`src/rtl/noc_pkt_injector_pkg.sv`:
```
// Shared NoC definitions: flit types, field widths and the head flit layout.
package noc_pkt_injector_pkg;

    localparam int FLIT_DATA_W = 32;
    localparam int X_W         = 2;
    localparam int Y_W         = 2;
    localparam int PKT_W       = 8;
    localparam int N_VC        = 2;
    localparam int VC_W        = $clog2(N_VC);
    localparam int HEAD_DATA_W = FLIT_DATA_W - X_W - Y_W - PKT_W;
    localparam int FLIT_W      = FLIT_DATA_W + 2;

    // A request with this size is a single head-only packet.
    localparam logic [PKT_W-1:0] MIN_SIZE_FLIT = 8'd0;

    typedef enum logic [1:0] {
        HEAD_FLIT = 2'd0,
        BODY_FLIT = 2'd1,
        TAIL_FLIT = 2'd2
    } flit_type_t;

    typedef struct packed {
        flit_type_t              type_f;
        logic [X_W-1:0]          x_dest;
        logic [Y_W-1:0]          y_dest;
        logic [PKT_W-1:0]        pkt_size;
        logic [HEAD_DATA_W-1:0]  data;
    } s_flit_head_data_t;

    typedef enum logic [0:0] {
        IDLE    = 1'b0,
        PAYLOAD = 1'b1
    } inj_state_t;

endpackage

```
`src/rtl/noc_pkt_injector_if.sv`:
```
// Injector bus: packet request, payload stream and the flit link to the router.
interface noc_pkt_injector_if;
    import noc_pkt_injector_pkg::*;

    logic                    req_valid_i;
    logic                    req_ready_o;
    logic [X_W-1:0]          req_x_i;
    logic [Y_W-1:0]          req_y_i;
    logic [PKT_W-1:0]        req_size_i;
    logic [VC_W-1:0]         req_vc_i;
    logic [HEAD_DATA_W-1:0]  req_hdata_i;

    logic                    pld_valid_i;
    logic                    pld_ready_o;
    logic [FLIT_DATA_W-1:0]  pld_data_i;

    logic [FLIT_W-1:0]       flit_data_o;
    logic                    valid_o;
    logic [VC_W-1:0]         vc_id_o;
    logic                    ready_i;

    // The injector itself.
    modport master (
        input  req_valid_i, req_x_i, req_y_i, req_size_i, req_vc_i, req_hdata_i,
        output req_ready_o,
        input  pld_valid_i, pld_data_i,
        output pld_ready_o,
        output flit_data_o, valid_o, vc_id_o,
        input  ready_i
    );

    // The packet source and router side.
    modport slave (
        output req_valid_i, req_x_i, req_y_i, req_size_i, req_vc_i, req_hdata_i,
        input  req_ready_o,
        output pld_valid_i, pld_data_i,
        input  pld_ready_o,
        input  flit_data_o, valid_o, vc_id_o,
        output ready_i
    );

endinterface

```
`src/rtl/noc_pkt_injector_flit_out_reg.sv`:
```
// Single-entry valid/ready holding register driving the router input port.
module flit_out_reg
    import noc_pkt_injector_pkg::*;
(
    input  logic              clk,
    input  logic              arst,
    input  logic              load,
    input  logic [FLIT_W-1:0] load_flit,
    input  logic [VC_W-1:0]   load_vc,
    input  logic              out_ready,
    output logic [FLIT_W-1:0] flit,
    output logic              valid,
    output logic [VC_W-1:0]   vc,
    output logic              can_load
);

    logic [FLIT_W-1:0] flit_r;
    logic              valid_r;
    logic [VC_W-1:0]   vc_r;

    // Register is free when empty or when its current flit leaves this cycle.
    assign can_load = ~valid_r | out_ready;

    // Load a new flit, drop the old one on handshake, otherwise hold stable.
    always_ff @(posedge clk or negedge arst) begin
        if (!arst) begin
            flit_r  <= '0;
            valid_r <= 1'b0;
            vc_r    <= '0;
        end else if (load) begin
            flit_r  <= load_flit;
            valid_r <= 1'b1;
            vc_r    <= load_vc;
        end else if (out_ready) begin
            valid_r <= 1'b0;
        end else begin
            valid_r <= valid_r;
        end
    end

    assign flit  = flit_r;
    assign valid = valid_r;
    assign vc    = vc_r;

endmodule

```
`src/rtl/noc_pkt_injector.sv`:
```
// Packet injector: turns a request plus payload stream into HEAD/BODY/TAIL flits.
module noc_pkt_injector
    import noc_pkt_injector_pkg::*;
(
    input  logic               clk,
    input  logic               arst,
    noc_pkt_injector_if.master bus
);

    inj_state_t        state_r;
    logic [PKT_W-1:0]  cnt_r;

    logic              can_load_s;
    logic              req_ready_s;
    logic              pld_ready_s;
    logic              load_s;
    logic [FLIT_W-1:0] load_flit_s;
    logic [VC_W-1:0]   load_vc_s;
    s_flit_head_data_t head_s;

    logic [FLIT_W-1:0] flit_s;
    logic              valid_s;
    logic [VC_W-1:0]   vc_s;

    logic              req_hs_s;
    logic              pld_hs_s;

    // Readies are forced low while reset is asserted.
    assign req_hs_s = bus.req_valid_i & req_ready_s;
    assign pld_hs_s = bus.pld_valid_i & pld_ready_s;

    // Select which side may hand over data and build the flit to load.
    always_comb begin
        req_ready_s        = 1'b0;
        pld_ready_s        = 1'b0;
        load_s             = 1'b0;
        load_flit_s        = '0;
        load_vc_s          = vc_s;
        head_s.type_f      = HEAD_FLIT;
        head_s.x_dest      = bus.req_x_i;
        head_s.y_dest      = bus.req_y_i;
        head_s.pkt_size    = bus.req_size_i;
        head_s.data        = bus.req_hdata_i;
        case (state_r)
            IDLE: begin
                req_ready_s = can_load_s & arst;
                load_s      = bus.req_valid_i & can_load_s & arst;
                load_flit_s = head_s;
                load_vc_s   = bus.req_vc_i;
            end
            PAYLOAD: begin
                pld_ready_s = can_load_s & arst;
                load_s      = bus.pld_valid_i & can_load_s & arst;
                // VC is held from the head for the whole wormhole packet.
                load_vc_s   = vc_s;
                if (cnt_r == PKT_W'(1)) begin
                    load_flit_s = {TAIL_FLIT, bus.pld_data_i};
                end else begin
                    load_flit_s = {BODY_FLIT, bus.pld_data_i};
                end
            end
            default: begin
                req_ready_s = 1'b0;
                pld_ready_s = 1'b0;
            end
        endcase
    end

    // Packet FSM and remaining-flit counter; counter loads only with a nonzero size.
    always_ff @(posedge clk or negedge arst) begin
        if (!arst) begin
            state_r <= IDLE;
            cnt_r   <= '0;
        end else begin
            case (state_r)
                IDLE: begin
                    if (req_hs_s && (bus.req_size_i != MIN_SIZE_FLIT)) begin
                        state_r <= PAYLOAD;
                        cnt_r   <= bus.req_size_i;
                    end else begin
                        state_r <= IDLE;
                    end
                end
                PAYLOAD: begin
                    if (pld_hs_s) begin
                        cnt_r <= cnt_r - PKT_W'(1);
                        if (cnt_r == PKT_W'(1)) begin
                            state_r <= IDLE;
                        end else begin
                            state_r <= PAYLOAD;
                        end
                    end else begin
                        state_r <= PAYLOAD;
                    end
                end
                default: begin
                    state_r <= IDLE;
                    cnt_r   <= '0;
                end
            endcase
        end
    end

    flit_out_reg u_flit_out_reg (
        .clk       (clk),
        .arst      (arst),
        .load      (load_s),
        .load_flit (load_flit_s),
        .load_vc   (load_vc_s),
        .out_ready (bus.ready_i),
        .flit      (flit_s),
        .valid     (valid_s),
        .vc        (vc_s),
        .can_load  (can_load_s)
    );

    assign bus.req_ready_o = req_ready_s;
    assign bus.pld_ready_o = pld_ready_s;
    assign bus.flit_data_o = flit_s;
    assign bus.valid_o     = valid_s;
    assign bus.vc_id_o     = vc_s;

endmodule

```
`src/flat_wrapper.sv`:
```
// flat-port wrapper written by rule: the top's interface ports become plain ports
module noc_pkt_injector_flat import noc_pkt_injector_pkg::*;
  (clk, arst, bus_req_valid_i, bus_req_x_i, bus_req_y_i, bus_req_size_i, bus_req_vc_i, bus_req_hdata_i, bus_req_ready_o, bus_pld_valid_i, bus_pld_data_i, bus_pld_ready_o, bus_flit_data_o, bus_valid_o, bus_vc_id_o, bus_ready_i);
  noc_pkt_injector_if bus_i ();
  input  logic clk;
  input  logic arst;
  input wire logic [$bits(bus_i.req_valid_i)-1:0] bus_req_valid_i;
  input wire logic [$bits(bus_i.req_x_i)-1:0] bus_req_x_i;
  input wire logic [$bits(bus_i.req_y_i)-1:0] bus_req_y_i;
  input wire logic [$bits(bus_i.req_size_i)-1:0] bus_req_size_i;
  input wire logic [$bits(bus_i.req_vc_i)-1:0] bus_req_vc_i;
  input wire logic [$bits(bus_i.req_hdata_i)-1:0] bus_req_hdata_i;
  output wire logic [$bits(bus_i.req_ready_o)-1:0] bus_req_ready_o;
  input wire logic [$bits(bus_i.pld_valid_i)-1:0] bus_pld_valid_i;
  input wire logic [$bits(bus_i.pld_data_i)-1:0] bus_pld_data_i;
  output wire logic [$bits(bus_i.pld_ready_o)-1:0] bus_pld_ready_o;
  output wire logic [$bits(bus_i.flit_data_o)-1:0] bus_flit_data_o;
  output wire logic [$bits(bus_i.valid_o)-1:0] bus_valid_o;
  output wire logic [$bits(bus_i.vc_id_o)-1:0] bus_vc_id_o;
  input wire logic [$bits(bus_i.ready_i)-1:0] bus_ready_i;
  assign bus_i.req_valid_i = bus_req_valid_i;
  assign bus_i.req_x_i = bus_req_x_i;
  assign bus_i.req_y_i = bus_req_y_i;
  assign bus_i.req_size_i = bus_req_size_i;
  assign bus_i.req_vc_i = bus_req_vc_i;
  assign bus_i.req_hdata_i = bus_req_hdata_i;
  assign bus_req_ready_o = bus_i.req_ready_o;
  assign bus_i.pld_valid_i = bus_pld_valid_i;
  assign bus_i.pld_data_i = bus_pld_data_i;
  assign bus_pld_ready_o = bus_i.pld_ready_o;
  assign bus_flit_data_o = bus_i.flit_data_o;
  assign bus_valid_o = bus_i.valid_o;
  assign bus_vc_id_o = bus_i.vc_id_o;
  assign bus_i.ready_i = bus_ready_i;
  noc_pkt_injector u_core (.clk(clk), .arst(arst), .bus(bus_i));
endmodule
```
`config.mk`:
```
export PLATFORM = sky130hd
export DESIGN_NAME = noc_pkt_injector_flat
export DESIGN_NICKNAME = d
export VERILOG_FILES = /design/src/rtl/noc_pkt_injector_pkg.sv /design/src/rtl/noc_pkt_injector_if.sv /design/src/rtl/noc_pkt_injector_flit_out_reg.sv /design/src/rtl/noc_pkt_injector.sv /design/src/flat_wrapper.sv
export SDC_FILE = /design/constraint.sdc
export NUM_CORES = 1
export LEC_CHECK = 0
export BUFFER_PORTS_ARGS = -buffer_cell sky130_fd_sc_hd__buf_2
export CAP_MARGIN = 20
export CORE_UTILIZATION = 30
export CTS_BUF_LIST = sky130_fd_sc_hd__clkbuf_8
export CTS_CLUSTER_SIZE = 25
export DETAILED_ROUTE_END_ITERATION = 8
export GPL_TIMING_DRIVEN = 0
export PLACE_DENSITY = 0.63
export SLEW_MARGIN = 20
export SYNTH_ARGS = -nofsm -noshare
export SYNTH_HDL_FRONTEND = slang
export SYNTH_HIERARCHICAL = 1
export SYNTH_SLANG_ARGS = --single-unit
```
`constraint.sdc`:
```
create_clock -name clk -period 1.8 [get_ports clk]
set_clock_uncertainty 0.15 [all_clocks]
set_input_delay 0.54 -clock clk [delete_from_list [all_inputs] [get_ports clk]]
set_output_delay 0.54 -clock clk [all_outputs]
set_load 0.02 [all_outputs]
```
==> results of run 1 <==
==> sequential cells by signal, summed over array words and instances (netlist names) <==
name,count
u_core/u_flit_out_reg/vc,1
u_core/state_r,1
u_core/u_flit_out_reg/valid,1
u_core/u_flit_out_reg/flit,34
u_core/cnt_r,8
==> routing by layer <==
metal | up-vias | track usage (%)
met5 | - | 0
met4 | 0 | 3.72
met3 | 5 | 3.09
met2 | 81 | 24.6
met1 | 956 | 18.9
li1 | 945 | -
==> worst paths after layout <==
check	depth (start not counted)	end	slack [ns]
worst max-delay path	4	bus_req_ready_o	-0.05
worst min-delay path	1	u_core/u_flit_out_reg/flit[20]$_DFFE_PN0P_	0.04
worst max register to register	6	u_core/u_flit_out_reg/flit[13]$_DFFE_PN0P_	0.01
worst min register to register	1	u_core/u_flit_out_reg/flit[4]$_DFFE_PN0P_	0.36
max in group asynchronous	2	u_core/u_flit_out_reg/flit[6]$_DFFE_PN0P_	1.00
min in group clk	1	u_core/u_flit_out_reg/flit[4]$_DFFE_PN0P_	0.36
==> layout by cell type (no fill, tap or decap), types with 2 or more instances in the layout <==
master | synthesis | final
o21ai_0 | 4 | 4
buf_4 | 0 | 13
clkinvlp_4 | 0 | 2
nand2b_1 | 3 | 2
clkbuf_8 | 0 | 6
nor2_4 | 0 | 2
mux2_2 | 36 | 36
mux2_4 | 29 | 29
and2_1 | 2 | 2
nor4_1 | 4 | 4
dfrtp_1 | 45 | 45
nand3_1 | 5 | 5
buf_12 | 3 | 3
a21oi_1 | 4 | 4
and4_2 | 2 | 2
nor2_1 | 6 | 4
buf_2 | 5 | 106
buf_6 | 2 | 5
a32o_1 | 2 | 2
nand2_1 | 11 | 11
o21ai_2 | 3 | 3
inv_1 | 3 | 2
a22oi_1 | 2 | 2
ha_1 | 2 | 2
==> what timing repair did <==
item                                   in CTS  in global routing
cloned                                      1                  0
pin swaps                                   2                  0
gates resized for setup                    22                  2
setup buffers                              11                  1
setup endpoints to repair                  47                 36
endpoints found under the hold margin      21                  0
hold buffers                                1                  0
==> cells by family (layout without fill, tap and decap cells) <==
kind of cell	after synthesis	in the layout	share of synthesized area [%]
muxes	66	66	34.1
adders and majority gates	2	2	1.00
and+or+nand+nor	41	41	8.73
AOI/OAI and AO/OA	22	22	6.27
DFF	45	45	45.1
buffers and inverters	13	142	4.76
==> final cells by class <==
class	instances	area, sq um
buffer	10	129
clock buffer	6	82.6
clock inverter	2	37.5
fill	751	4390
inverter	3	15.0
multi-input combinational	131	1280
sequential	45	1130
tap	102	128
timing repair buffer	121	698
==> metrics by stage <==
stage | power, mW | cell area [sq um] | hold WS (ns) | util [%] | setup slack, ns
after floorplan | 3.92 | 2490 | 0.0944 | - | 0.00277
after global routing | 6.17 | 3490 | 0.0230 | 44.3 | -0.0806
after CTS | 5.84 | 3490 | 0.0225 | 44.2 | -0.0410
after detailed placement | 4.73 | 3160 | 0.336 | 40.0 | -1.01
final | 5.78 | 3490 | 0.0368 | 44.3 | -0.0475
after global placement | 4.69 | 3160 | 0.338 | 40.0 | -1.02
==> power groups by stage <==
stage	Combinational [mW]	Sequential (mW)	Clock [mW]
final	3.17	1.81	0.802
after global routing	3.41	1.87	0.882
after CTS	3.18	1.81	0.848
after detailed placement	2.92	1.81	0
after global placement	2.89	1.80	0
after floorplan	1.62	2.30	0
==> critical path: cells and delay by family (launching register included) <==
family / cells / cell delay (ns)
buf+inv: 3 / 0.38
flops: 1 / 0.40
simple gates: 1 / 0.07
==> results.json, run 1 <==
{
  "status": "finished with violations",
  "violations": "setup timing",
  "antenna_cells": 0,
  "hpwlAfterDp_mm": 4.33,
  "grt_usage_pct": 14.6,
  "grt_max_degree": 25,
  "final-setup-viol-count": 2,
  "tightestPinTransition_ns": 0.499,
  "row_count": 32,
  "critical_path_peak_fanout": 4,
  "rsz0062_at_grt": "true",
  "final_antenna_net_count": 0,
  "combPwrFrac_pct": 54.8,
  "root_buffer": "clkbuf_8",
  "top_layer_used": "met4",
  "crit_start": "u_core/state_r$_DFF_PN0_",
  "avgSynthCellArea_sq_um": 13.2,
  "cts_tree": "built",
  "grt_pass1_wl_mm": 9.88,
  "synth_edf_count": 0,
  "cts_max_path_buffers": 2,
  "switching_share_pct": 37.6,
  "p_int_mw": 3.61,
  "final_max_slew_viol_count": 0,
  "netlist_top_cells_count": "dfrtp_1, mux2_2, mux2_4",
  "crit_top_cell": "buf_6",
  "hold_violations": 0,
  "cp_cell_sequence": "buf_6 -> buf_8 -> nor2_4 -> buf_6",
  "yosysMostFrequentCell": "dfrtp_1",
  "p_seq_share_pct": 31.3,
  "syn_inst": 189,
  "synth_warnings": 6,
  "clock_latency_ns": 0.29,
  "route.met3.wl_microns": 352,
  "crit_type": "register to output pin",
  "clock-sinks": 45,
  "h-tree-depth": 2,
  "period_minus_slack_ns": 1.85,
  "nets": 389,
  "drv_cap": 0,
  "cts_made_buffers": 5,
  "endpoint_kind": "output pin",
  "drc": 0,
  "gp_congestion": 0.814,
  "antenna_found_initial": 0,
  "slowest_delay_ns": 0.40,
  "synth_top_cell_area_share_pct": 45.1,
  "yosys.area.top_type": "dfrtp_1",
  "cp_slowest_cell": "dfrtp_1",
  "fp.dieH_microns": 93.2,
  "vias": 1987,
  "syn2layout_area_growth_pct": 40.0,
  "grt.overflow.total": 0,
  "cellLeakagePower_nw": 1.70,
  "wl_met2_mm": 2.96,
  "start_util_pct": 31.6,
  "wl_met1_mm": 2.69,
  "portBuffers": 107,
  "synth_area_sq_mm": 0.00249,
  "switchingPower_mw": 2.18,
  "viasPerCell": 4.73,
  "synth_cell_type_count": 35,
  "die-area_sq_mm": 0.00869,
  "dr.pass1.iters": 4,
  "syn_nets": 261,
  "drt_iter0_drc": 128,
  "synth_ff_type": "dfrtp_1",
  "fmax_mhz": 541,
  "cp.required_ns": 1.11,
  "synth-seq-area-share_pct": 45.1,
  "p_clk_share_pct": 13.9,
  "wl_per_cell_microns": 14.4,
  "synthArstFlopShare_pct": 100,
  "crit_arrival_ns": 1.16,
  "r2r_start": "u_core/state_r$_DFF_PN0_",
  "ir_drop_mv": 0.698,
  "core_sq_mm": 0.00789,
  "path_clk_slew_ns": 0.09,
  "relSlewSlack_pct": 66.4,
  "dp.cells": 398,
  "period_share_pct": 103,
  "final_cells": 420,
  "ys_top_cells_by_area": "dfrtp_1, mux2_4, mux2_2",
  "synth_seq_cells": 45,
  "tns_ns": -0.0726,
  "ios": 108,
  "drive_above_1_share_pct": 68.2,
  "p_per_area_mw_per_mm2": 1660,
  "die_w_microns": 93.2,
  "worst_slack_ns": -0.0475,
  "routed_wl_mm": 6.06,
  "grt_pass1_vias": 2046,
  "hold_class": "input pin to asynchronous set/reset pin",
  "start_kind": "register"
}
Note: power is estimated with default switching activity, not from simulation.
==> run 2: changes to the inputs <==
HOLD_SLACK_MARGIN = 0.06   (was unset)
SKIP_LAST_GASP = 1   (was unset)
==> run 2 against run 1 <==
Compared with the run above:
- the flow still finishes with violations (setup timing)
- sequential share of layout area shrank 0.092 points
- die area stayed put
- critical path depth unchanged
- global-route usage about the same
- register-to-register slack barely moved
==> results.json, run 2 (synthesized netlist as in run 1, its figures left out) <==
{
  "violations": "setup timing",
  "rsz0062_at_grt": "true",
  "dr.pass1.iters": 4,
  "cts_tree": "built",
  "n_fill_cell": 752,
  "vias": 1996,
  "cellLeakagePower_nw": 1.71,
  "wl_per_cell_microns": 14.6,
  "endpoint_kind": "output pin",
  "final_max_slew_viol_count": 0,
  "p_per_area_mw_per_mm2": 1650,
  "grt_usage_pct": 14.6,
  "syn2layout_area_growth_pct": 40.4,
  "antenna_found_initial": 0,
  "wl_met2_mm": 2.93,
  "final_antenna_net_count": 0,
  "hpwlAfterDp_mm": 4.33,
  "path_clk_slew_ns": 0.09,
  "critical_path_peak_fanout": 4,
  "die-area_sq_mm": 0.00869,
  "core_sq_mm": 0.00789,
  "crit_arrival_ns": 1.16,
  "cts_max_path_buffers": 2,
  "wl_met1_mm": 2.71,
  "row_count": 32,
  "drive_above_1_share_pct": 68.0,
  "largest_reg_flops": 34,
  "final-setup-viol-count": 2,
  "routed_wl_mm": 6.13,
  "top_layer_used": "met4",
  "clock-sinks": 45,
  "start_util_pct": 31.6,
  "hold_violations": 0,
  "h-tree-depth": 2,
  "worst_slack_ns": -0.0479,
  "crit_type": "register to output pin",
  "period_minus_slack_ns": 1.85,
  "grt_pass1_wl_mm": 9.89,
  "place_ws_ns": -1.01,
  "tightestPinTransition_ns": 0.525,
  "start_kind": "register",
  "ir_drop_mv": 0.698,
  "final_core_util_pct": 44.4,
  "relSlewSlack_pct": 64.7,
  "grt.overflow.total": 0,
  "viasPerCell": 4.74,
  "status": "finished with violations",
  "antenna_cells": 0,
  "ios": 108,
  "gp_congestion": 0.814,
  "fmax_mhz": 541,
  "drv_cap": 0,
  "root_buffer": "clkbuf_8",
  "cts_made_buffers": 5,
  "clock_latency_ns": 0.29,
  "grt_pass1_vias": 2057,
  "final_cell_mix": "buf_2, dfrtp_1, mux2_2",
  "fp.dieH_microns": 93.2,
  "cp.required_ns": 1.11,
  "period_share_pct": 103,
  "hold_class": "input pin to asynchronous set/reset pin",
  "final_common_cell": "buf_2",
  "drc": 0,
  "die_w_microns": 93.2,
  "grt_max_degree": 25,
  "portBuffers": 107,
  "power_mw": 5.79,
  "drt_iter0_drc": 140,
  "route.met3.wl_microns": 386,
  "nets": 390
}
==> run 2: cell count changes in the layout (fill, tap and decap cells not counted), sizes merged <==
cell         delta
dlygate4sd3     +1
==> run 2: where the power goes <==
part | switching, mW | leakage, nW | internal, mW
registers | 0.304 | 0.532 | 1.51
logic | 1.53 | 1.12 | 1.65
clock network | 0.353 | 0.0574 | 0.452
==> run 2: worst max-delay path, cell delays in order (launching register included) <==
cell and delay, ns:
dfrtp_1 0.40, buf_6 0.14, buf_8 0.12, nor2_4 0.07
buf_6 0.12
==> run 2: layout make-up <==
| class | count | area [sq um] | area share (%) |
|---|---|---|---|
| plain buffers | 10 | 129 | 3.68 |
| repair buffers | 122 | 708 | 20.2 |
| multi-input cells | 131 | 1280 | 36.5 |
| clock buffers | 6 | 82.6 | 2.36 |
| inverters | 3 | 15.0 | 0.429 |
| well taps | 102 | 128 | 3.64 |
| clock inverters | 2 | 37.5 | 1.07 |
| flip-flops and latches | 45 | 1130 | 32.1 |
==> run 2: metrics by stage <==
stage | cells | cell area [sq um] | setup TNS (ns) | hold slack, ns
final | 421 | 3500 | -0.0729 | 0.160
after global routing | 421 | 3500 | -0.724 | 0.193
after CTS | 420 | 3500 | -0.810 | 0.365
after detailed placement | 398 | 3160 | -44.02 | 0.336
after global placement | 398 | 3160 | -44.03 | 0.338
after floorplan | 189 | 2490 | 0 | 0.0944
==> run 2: timing repair <==
| item | in CTS | in global routing |
|---|---|---|
| pin swaps | 2 | 0 |
| gates cloned | 1 | 0 |
| gates resized for setup | 22 | 2 |
| hold endpoints to repair | 45 | 0 |
| hold buffers | 2 | 0 |
| setup endpoints to repair | 47 | 36 |
| setup buffers | 11 | 1 |
==> run 2: path summary, 6_finish.rpt <==
kind / from / end / slack [ns] / cells after the start
min in group clk: u_core/u_flit_out_reg/flit[4]$_DFFE_PN0P_ / u_core/u_flit_out_reg/flit[4]$_DFFE_PN0P_ / 0.36 / 1
setup / recovery: u_core/state_r$_DFF_PN0_ / bus_req_ready_o / -0.05 / 4
hold reg to reg: u_core/u_flit_out_reg/flit[4]$_DFFE_PN0P_ / u_core/u_flit_out_reg/flit[4]$_DFFE_PN0P_ / 0.36 / 1
setup reg to reg: u_core/state_r$_DFF_PN0_ / u_core/u_flit_out_reg/flit[13]$_DFFE_PN0P_ / 0.01 / 6
max in group asynchronous: arst / u_core/u_flit_out_reg/valid$_DFFE_PN0P_ / 0.66 / 2
hold / removal: arst / u_core/state_r$_DFF_PN0_ / 0.16 / 2
==> run 2: metal layers <==
layer	up-vias	global-route usage [%]
li1	945	-
met1	957	18.7
met2	87	24.3
met3	7	3.41
met4	0	4.62
met5	-	0
